===== config.mk =====
export PLATFORM = sky130hd
export DESIGN_NAME = vga_pattern_gen
export DESIGN_NICKNAME = d
export VERILOG_FILES = /design/src/rtl/vga_pattern_gen.sv
export SDC_FILE = /design/constraint.sdc
export NUM_CORES = 1
export LEC_CHECK = 0
export BUFFER_PORTS_ARGS = -buffer_cell sky130_fd_sc_hd__buf_4
export CORE_AREA = 5 5 120 122
export CTS_CLUSTER_DIAMETER = 40
export CTS_CLUSTER_SIZE = 14
export DETAILED_ROUTE_END_ITERATION = 10
export DIE_AREA = 0 0 125 127
export GPL_ROUTABILITY_DRIVEN = 0
export PLACE_DENSITY = 0.65
export SYNTH_ARGS = -nofsm -noshare
export SYNTH_HDL_FRONTEND = slang
export SYNTH_SLANG_ARGS = --single-unit

===== constraint.sdc =====
create_clock -name clk -period 5.37 [get_ports clk]
set_input_delay 1.074 -clock clk [delete_from_list [all_inputs] [get_ports clk]]
set_output_delay 1.074 -clock clk [all_outputs]
set_load 0.05 [all_outputs]

===== src/rtl/vga_pattern_gen.sv =====
// VGA timing and test-pattern generator: colour bars, checkerboard and a bouncing
// square, with programmable timing, sync polarity, data enable and frame-start strobe.
module vga_pattern_gen #(
  parameter int CLK_DIV  = 2,
  parameter int H_SYNC   = 96,
  parameter int H_BACK   = 48,
  parameter int H_ACTIVE = 640,
  parameter int H_FRONT  = 16,
  parameter int V_SYNC   = 2,
  parameter int V_BACK   = 33,
  parameter int V_ACTIVE = 480,
  parameter int V_FRONT  = 10,
  parameter bit SYNC_POL = 1'b0,
  parameter int RGB_W    = 4,
  parameter int SQ       = 32
) (
  input  logic             clk,
  input  logic             reset,
  input  logic [2:0]       i_mode,
  output logic             o_hsync,
  output logic             o_vsync,
  output logic             o_de,
  output logic [RGB_W-1:0] o_r,
  output logic [RGB_W-1:0] o_g,
  output logic [RGB_W-1:0] o_b,
  output logic             o_frame_start
);

  localparam int H_TOT = H_SYNC + H_BACK + H_ACTIVE + H_FRONT;
  localparam int V_TOT = V_SYNC + V_BACK + V_ACTIVE + V_FRONT;
  localparam int H_BEG = H_SYNC + H_BACK;
  localparam int V_BEG = V_SYNC + V_BACK;
  localparam int HW    = ($clog2(H_TOT + 1) > 6) ? $clog2(H_TOT + 1) : 6;
  localparam int VW    = ($clog2(V_TOT + 1) > 6) ? $clog2(V_TOT + 1) : 6;
  localparam int HW1   = HW + 1;
  localparam int VW1   = VW + 1;
  localparam int BW    = (H_ACTIVE / 8 > 0) ? H_ACTIVE / 8 : 1;
  localparam int BH    = (V_ACTIVE / 8 > 0) ? V_ACTIVE / 8 : 1;

  localparam logic [HW-1:0] HC_LAST = HW'(H_TOT - 1);
  localparam logic [HW-1:0] HC_SYNC = HW'(H_SYNC);
  localparam logic [HW-1:0] HC_BEG  = HW'(H_BEG);
  localparam logic [HW-1:0] HC_END  = HW'(H_BEG + H_ACTIVE);
  localparam logic [HW-1:0] BX_LAST = HW'(BW - 1);
  localparam logic [HW-1:0] SX_MAX  = HW'(H_ACTIVE - SQ);
  localparam logic [HW:0]   SQ_X    = HW1'(SQ);

  localparam logic [VW-1:0] VC_LAST = VW'(V_TOT - 1);
  localparam logic [VW-1:0] VC_SYNC = VW'(V_SYNC);
  localparam logic [VW-1:0] VC_BEG  = VW'(V_BEG);
  localparam logic [VW-1:0] VC_END  = VW'(V_BEG + V_ACTIVE);
  localparam logic [VW-1:0] BY_LAST = VW'(BH - 1);
  localparam logic [VW-1:0] SY_MAX  = VW'(V_ACTIVE - SQ);
  localparam logic [VW:0]   SQ_Y    = VW1'(SQ);

  logic          w_pix_ce;
  logic [HW-1:0] r_hc;
  logic [VW-1:0] r_vc;
  logic [HW-1:0] w_hc_nxt;
  logic [VW-1:0] w_vc_nxt;
  logic          w_h_last;
  logic          w_v_last;
  logic          w_origin;
  logic          w_h_act;
  logic          w_v_act;
  logic          w_act;
  logic [HW-1:0] w_x;
  logic [VW-1:0] w_y;

  logic [HW-1:0] r_bxc;
  logic [VW-1:0] r_byc;
  logic [2:0]    r_bx;
  logic [2:0]    r_by;
  logic [2:0]    w_hbar;
  logic [2:0]    w_vbar;

  logic [HW-1:0] r_sx;
  logic [VW-1:0] r_sy;
  logic          r_dx;
  logic          r_dy;
  logic          w_in_sq;

  logic [2:0]    r_mode;
  logic [2:0]    w_c;

  logic             r_hsync;
  logic             r_vsync;
  logic             r_de;
  logic [RGB_W-1:0] r_r;
  logic [RGB_W-1:0] r_g;
  logic [RGB_W-1:0] r_b;
  logic             r_frame_start;

  generate
    if (CLK_DIV > 1) begin : g_div
      localparam int DW = $clog2(CLK_DIV);
      localparam logic [DW-1:0] DIV_LAST = DW'(CLK_DIV - 1);
      logic [DW-1:0] r_cnt;

      always_ff @(posedge clk or posedge reset) begin
        if (reset)
          r_cnt <= '0;
        else if (r_cnt == DIV_LAST)
          r_cnt <= '0;
        else
          r_cnt <= r_cnt + 1'b1;
      end

      assign w_pix_ce = (r_cnt == DIV_LAST);
    end else begin : g_nodiv
      assign w_pix_ce = 1'b1;
    end
  endgenerate

  assign w_h_last = (r_hc == HC_LAST);
  assign w_v_last = (r_vc == VC_LAST);
  assign w_hc_nxt = w_h_last ? '0 : r_hc + 1'b1;
  assign w_vc_nxt = w_v_last ? '0 : r_vc + 1'b1;
  assign w_origin = (r_hc == '0) && (r_vc == '0);
  assign w_h_act  = (r_hc >= HC_BEG) && (r_hc < HC_END);
  assign w_v_act  = (r_vc >= VC_BEG) && (r_vc < VC_END);
  assign w_act    = w_h_act && w_v_act;
  assign w_x      = r_hc - HC_BEG;
  assign w_y      = r_vc - VC_BEG;

  always_ff @(posedge clk or posedge reset) begin
    if (reset) begin
      r_hc <= '0;
      r_vc <= '0;
    end else if (w_pix_ce) begin
      r_hc <= w_hc_nxt;
      if (w_h_last)
        r_vc <= w_vc_nxt;
    end
  end

  // Bar indices track x/BW and y/BH with sub-counters, restarting one step before
  // the active region begins and saturating at 7 for any remainder pixels/lines.
  always_ff @(posedge clk or posedge reset) begin
    if (reset) begin
      r_bxc <= '0;
      r_bx  <= '0;
      r_byc <= '0;
      r_by  <= '0;
    end else if (w_pix_ce) begin
      if (w_hc_nxt == HC_BEG) begin
        r_bxc <= '0;
        r_bx  <= '0;
      end else if (w_h_act) begin
        if (r_bxc == BX_LAST) begin
          r_bxc <= '0;
          if (r_bx != 3'd7)
            r_bx <= r_bx + 3'd1;
        end else begin
          r_bxc <= r_bxc + 1'b1;
        end
      end
      if (w_h_last) begin
        if (w_vc_nxt == VC_BEG) begin
          r_byc <= '0;
          r_by  <= '0;
        end else if (w_v_act) begin
          if (r_byc == BY_LAST) begin
            r_byc <= '0;
            if (r_by != 3'd7)
              r_by <= r_by + 3'd1;
          end else begin
            r_byc <= r_byc + 1'b1;
          end
        end
      end
    end
  end

  // The square steps on the last pixel of each frame, so the first frame after
  // reset shows it at the origin; hitting an edge costs one frame to reverse.
  always_ff @(posedge clk or posedge reset) begin
    if (reset) begin
      r_sx <= '0;
      r_sy <= '0;
      r_dx <= 1'b1;
      r_dy <= 1'b1;
    end else if (w_pix_ce && w_h_last && w_v_last) begin
      if (r_dx) begin
        if (r_sx == SX_MAX) r_dx <= 1'b0;
        else                r_sx <= r_sx + 1'b1;
      end else begin
        if (r_sx == '0)     r_dx <= 1'b1;
        else                r_sx <= r_sx - 1'b1;
      end
      if (r_dy) begin
        if (r_sy == SY_MAX) r_dy <= 1'b0;
        else                r_sy <= r_sy + 1'b1;
      end else begin
        if (r_sy == '0)     r_dy <= 1'b1;
        else                r_sy <= r_sy - 1'b1;
      end
    end
  end

  always_ff @(posedge clk or posedge reset) begin
    if (reset)
      r_mode <= 3'd0;
    else if (w_pix_ce && w_origin)
      r_mode <= i_mode;
  end

  assign w_hbar  = ~r_by;
  assign w_vbar  = ~r_bx;
  assign w_in_sq = ({1'b0, w_x} >= {1'b0, r_sx}) && ({1'b0, w_x} < ({1'b0, r_sx} + SQ_X)) &&
                   ({1'b0, w_y} >= {1'b0, r_sy}) && ({1'b0, w_y} < ({1'b0, r_sy} + SQ_Y));

  always_comb begin
    w_c = 3'd0;
    case (r_mode)
      3'd0:    w_c = w_hbar;
      3'd1:    w_c = w_vbar;
      3'd2:    w_c = w_hbar ^ w_vbar;
      3'd3:    w_c = ~(w_hbar ^ w_vbar);
      3'd4:    w_c = (w_x[5] ^ w_y[5]) ? 3'd7 : 3'd0;
      3'd5:    w_c = w_in_sq ? 3'd7 : 3'd1;
      default: w_c = 3'd0;
    endcase
  end

  always_ff @(posedge clk or posedge reset) begin
    if (reset) begin
      r_hsync <= ~SYNC_POL;
      r_vsync <= ~SYNC_POL;
      r_de    <= 1'b0;
      r_r     <= '0;
      r_g     <= '0;
      r_b     <= '0;
    end else if (w_pix_ce) begin
      r_hsync <= (r_hc < HC_SYNC) ? SYNC_POL : ~SYNC_POL;
      r_vsync <= (r_vc < VC_SYNC) ? SYNC_POL : ~SYNC_POL;
      r_de    <= w_act;
      r_r     <= w_act ? {RGB_W{w_c[2]}} : '0;
      r_g     <= w_act ? {RGB_W{w_c[1]}} : '0;
      r_b     <= w_act ? {RGB_W{w_c[0]}} : '0;
    end
  end

  // Evaluated every clock so the strobe lasts one clock even when CLK_DIV > 1.
  always_ff @(posedge clk or posedge reset) begin
    if (reset)
      r_frame_start <= 1'b0;
    else
      r_frame_start <= w_pix_ce && w_origin;
  end

  assign o_hsync       = r_hsync;
  assign o_vsync       = r_vsync;
  assign o_de          = r_de;
  assign o_r           = r_r;
  assign o_g           = r_g;
  assign o_b           = r_b;
  assign o_frame_start = r_frame_start;

endmodule


==> After elaboration in Yosys (flattened, before gate mapping) <==
Index checks and enable logic that the tools add are counted.
{ "totals": {"regBits": 88, "out_inout_bits": 16, "wordCells": 133} }
{ "classes": {"n_addsub": 15, "magnitude_cmp": 10, "eq_ne": 19, "muxes": 37, "bitwise_logic": 5, "n_reduce_logical": 28} }
{ "ops": {"columns": ["cell", "count"], "rows": [
  ["10-bit two-way mux", 14],
  ["10-bit by 1-bit adder with 10-bit output, second input constant", 6],
  ["10-bit logical NOT", 4],
  ["10-bit == test, second input constant", 3],
  ["3-bit two-way mux", 10],
  ["10-bit by 6-bit adder with 11-bit output, second input constant", 2],
  ["10-bit by 11-bit less-than comparator with 1-bit output", 2],
  ["10-bit by 6-bit == test with 1-bit output, second input constant", 2],
  ["10-bit >= comparator", 2],
  ["10-bit less-than comparator, second input constant", 2],
  ["10-bit by 1-bit subtractor with 10-bit output, second input constant", 2],
  ["3-bit one-hot mux with 6 select lines", 1],
  ["4-bit two-way mux", 3],
  ["2-bit nonzero test", 6],
  ["10-bit by 7-bit == test with 1-bit output, second input constant", 1],
  ["10-bit by 8-bit == test with 1-bit output, second input constant", 1],
  ["10-bit by 9-bit == test with 1-bit output, second input constant", 1],
  ["10-bit by 6-bit >= comparator with 1-bit output, second input constant", 1],
  ["10-bit by 8-bit >= comparator with 1-bit output, second input constant", 1],
  ["1-bit logical AND", 10],
  ["10-bit by 2-bit less-than comparator with 1-bit output, second input constant", 1],
  ["10-bit by 7-bit less-than comparator with 1-bit output, second input constant", 1],
  ["10-bit by 6-bit subtractor with 10-bit output, second input constant", 1],
  ["10-bit by 8-bit subtractor with 10-bit output, second input constant", 1],
  ["other kinds (16)", 36]
]} }

==> Logic depth before layout (Yosys ltp) <==
{ "depth": {"ltp_word": 8, "depth_mapped": 12, "depth_no_buf": 11} }

==> Worst setup path before layout <==
No wires, ideal clock.
{ "synth_path": {"kind": "register -> register", "startpoint": "register r_vc[0]", "endpoint": "register r_g[2], in the netlist o_g[2]", "setup_time_ps": 77, "arrival_ps": 2644, "path_slack_ps": 2649, "stages_incl_launch_ff": 12, "n_path_buf": 1, "period_less_slack_ps": 2721, "cell_sequence": "dfrtp_1 buf_2 a2111oi_0 nor2b_1 nor2b_1 xnor2_1 ha_1 o41ai_1 o22ai_1 a2111oi_0 nand4_1 a21oi_1"} }
{ "synth_via": {"elab_chain_cells": 7, "word_cells_on_any_way": 14} }
{ "synth_lines": {"columns": ["item", "line_no", "text"], "rows": [
  ["start: declaration", "58", "logic [VW-1:0] r_vc;"],
  ["start signal: assignment", "133", "r_vc <= w_vc_nxt;"],
  ["10-bit by 6-bit subtractor with 10-bit output", "124", "assign w_y = r_vc - VC_BEG;"],
  ["10-bit >= comparator", "211", "({1'b0, w_y} >= {1'b0, r_sy}) && ({1'b0, w_y} < ({1'b0, r_sy} + SQ_Y));"],
  ["1-bit logical AND", "210", "assign w_in_sq = ({1'b0, w_x} >= {1'b0, r_sx}) && ({1'b0, w_x} < ({1'b0, r_sx} + SQ_X)) &&"],
  ["1-bit logical AND", "211", null],
  ["3-bit two-way mux", "221", "3'd5: w_c = w_in_sq ? 3'd7 : 3'd1;"],
  ["3-bit one-hot mux with 6 select lines", "215", "case (r_mode)"],
  ["4-bit two-way mux *", "239", "r_g <= w_act ? {RGB_W{w_c[1]}} : '0;"],
  ["end signal: assignment", "239", null],
  ["end: declaration", "90", "logic [RGB_W-1:0] r_g;"]
]} }
Mark *: on every way between the ends. The rest lies on a longest branch, timed or not.
A chain may end at the register's enable or synchronous reset.

==> Final worst setup path <==
{ "layout_path": {"startpoint": "register r_vc[0]", "endpoint": "register r_r[2], in the netlist o_r[2]"} }
{ "layout_via": {"elab_chain_cells": 7, "word_cells_on_any_way": 14} }
{ "layout_lines": {"columns": ["item", "line_no", "text"], "rows": [
  ["10-bit by 6-bit subtractor with 10-bit output", "124", null],
  ["10-bit >= comparator", "211", null],
  ["1-bit logical AND", "210", null],
  ["1-bit logical AND", "211", null],
  ["3-bit two-way mux", "221", null],
  ["3-bit one-hot mux with 6 select lines", "215", null],
  ["4-bit two-way mux *", "238", "r_r <= w_act ? {RGB_W{w_c[2]}} : '0;"],
  ["end signal: assignment", "238", null],
  ["end: declaration", "89", "logic [RGB_W-1:0] r_r;"]
]} }
Marks and branches as above.

==> results.ini <==
[status]
status = finished, final reports clean

[sta]
finalCritPeriodShare = 0.599
maxSlewViolCount = 0
fin_crit_ns = 3.22
finalSetupTns_ns = 0
fmax_ghz = 0.311
rsz0062_at_grt = false
setup_viol = 0
worstMarginPinSlew_ns = 1.10
fin_skew_ns = 0.00965
relSlewSlack = 0.261
hold_viol = 0

[cts]
insertion_delay_ns = 0.35
cts_setup_buffers = 0
cts_sinks = 79
htreeDepth = 3
holdBufCountCts = 0
cts_buffer_depth = 2
cts_tree = yes
root_buffer = clkbuf_16
clk_pin_slew_ns = 0.07
cts_resized = 0
cts_made_buffers = 9

[layout]
final_util = 0.526
fin_cells = 910
area_growth_syn_to_layout_pct = 7.69
antenna_cells = 0
drive_above_1_share = 0.0940
num-nets-final = 800

[placement]
io_buffer_count = 20
place_inst = 894
dp_hpwl_mm = 10.4

[worst_setup_path]
startpoint_type = flip-flop
critical_path_arrival_ns = 3.49
crit_required_ns = 5.64
critPathKind = flip-flop to flip-flop
cp-endpoint = o_r[2]
timing.rr.end = o_r[2]
r2r_cells = 10
r2r_slack_ns = 2.15
startpoint = r_vc[0]
r2r-start = r_vc[0]
path_max_fanout = 13
crit_path_end_kind = flip-flop

[drt]
drt_iter0_drc = 484
wire_per_inst_um = 15.5
vias = 5337
wirelength_mm = 14.1
drtPass1Iterations = 6
vias_per_cell = 5.86
drc = 0
ant_nets = 0

[die]
rows = 42
die_y_um = 127
core_sq_mm = 0.0131
die-width_um = 125
die-area_sq_mm = 0.0159
start_util = 0.489
num_io_pins = 21

[synth]
avgSynthCellArea_sq_um = 8.68
yosys_register_bits = 79
synth_edf_count = 0
ys_seq_area_frac = 0.310
syn-num-nets = 808
synth-main-ff-cell = dfrtp_1
synth_area_sq_mm = 0.00639
synth_cell_types = 75
synth-async-reset-ratio = 1.00
yosysWarnings = 0
synthCells = 737

[grt]
grt_pass1_wl_mm = 24.7
grt-ovfl-total = 0
grt_use_total = 0.184
antenna_found_initial = 0
grt_max_degree = 80
grt_pass1_vias = 5249

[min_path]
hold_path.class = flip-flop to flip-flop

[flow_run]
maxCapViolations = 0

[power]
power.leakage_nw = 2.93
power.density_mw_per_mm2 = 184
ir_drop_mv = 0.130

flip-flops by register name, summed over array words and instances (netlist names), 3 cells and up:
name,count
r_hc,10
r_mode,3
r_byc,10
r_sy,10
r_bxc,10
r_vc,10
r_by,3
r_bx,3
r_sx,10
worst min path at each step:
stage / cells past startpoint / start / to / slack [ns]
final: 2 / o_hsync / o_hsync / 0.50
after global routing: 2 / o_hsync / o_hsync / 0.54
after CTS: 2 / o_hsync / o_hsync / 0.50
after detailed placement: 2 / o_hsync / o_hsync / 0.49
after global placement: 2 / o_hsync / o_hsync / 0.48
after floorplan: 1 / r_bxc[9] / r_bxc[9] / 0.46
cells in the mapped netlist, types with 10 or more instances:
master     n  area share
dfrtp_1   75        0.29
ha_1      64        0.13
nand2_1   55       0.032
inv_1     54       0.032
o21ai_0   52       0.041
nor2_1    44       0.026
a21oi_1   33       0.026
nand3_1   32       0.025
xnor2_1   32       0.044
nor3_1    22       0.017
nand4_1   16       0.016
clkbuf_1  15      0.0088
buf_2     14       0.011
a22o_1    13       0.018
xor2_1    13       0.018
and3_1    11       0.011
buf_4     11       0.013
o21ai_1   11      0.0086
a21o_1    10       0.012
layer usage:
metal	vias to the layer above	wire length [um]	global-route usage
met3	28	393	0.0250
met5	-	0	0
met2	95	6750	0.307
li1	2664	-	-
met1	2550	6580	0.247
met4	0	342	0.0702
final cells by class:
class	instances	area [sq um]
Inverter	55	208
Timing Repair Buffer	23	173
Clock inverter	5	65.1
Tap cell	176	220
Fill cell	1210	6200
Multi-Input combinational cell	561	3990
Clock buffer	11	253
Sequential cell	79	1980
per-stage QoR:
stage	power, mW	area (sq um)	worst slack, ns	hold slack [ns]
global route	1.31	6890	1.77	0.539
detailed placement	0.632	6570	2.17	0.493
CTS	1.29	6890	2.15	0.502
global placement	0.632	6570	2.28	0.483
floorplan	0.624	6390	2.28	0.464
finish	1.27	6890	2.15	0.497
report_power, final:
| group | internal, mW | switching [mW] | leakage (nW) | total, mW |
|---|---|---|---|---|
| clock network | 0.389 | 0.259 | 0.150 | 0.649 |
| registers | 0.596 | 0.00310 | 1.07 | 0.599 |
| logic | 0.00561 | 0.0153 | 1.71 | 0.0209 |
| total | 0.991 | 0.278 | 2.93 | 1.27 |
layout by cell type (no fill, tap or decap), drive strengths merged, types with 24 or more instances in the layout:
master | synthesis | layout
ha | 64 | 64
nor3 | 24 | 24
inv | 54 | 54
xnor2 | 32 | 32
nand2 | 56 | 56
nor2 | 44 | 44
dfrtp | 75 | 75
nand3 | 32 | 32
o21ai | 63 | 63
a21oi | 34 | 34
cells by family (layout without fill, tap and decap cells):
logic type               count (synthesis)  after routing  share of synthesized area
AND/OR/NAND/NOR                        245            245                      0.207
AO/OA/AOI/OAI                          195            195                      0.206
buffers and inverters                   97             94                     0.0675
flip-flops                              79             79                      0.310
adder cells (fa/ha/maj)                 66             66                      0.132
XOR/XNOR                                45             45                     0.0616
multiplexers                            10             10                     0.0170
worst max-delay path: stages (launching register included):
cell,delay (ns)
dfrtp_1,0.50
ha_1,0.35
o41ai_1,0.56
nand2_1,0.16
xnor2_1,0.23
ha_1,0.28
a21oi_1,0.16
o22ai_1,0.08
a2111oi_0,0.44
nand4_1,0.21
a21oi_1,0.18
(Power assumes the default switching activity.)
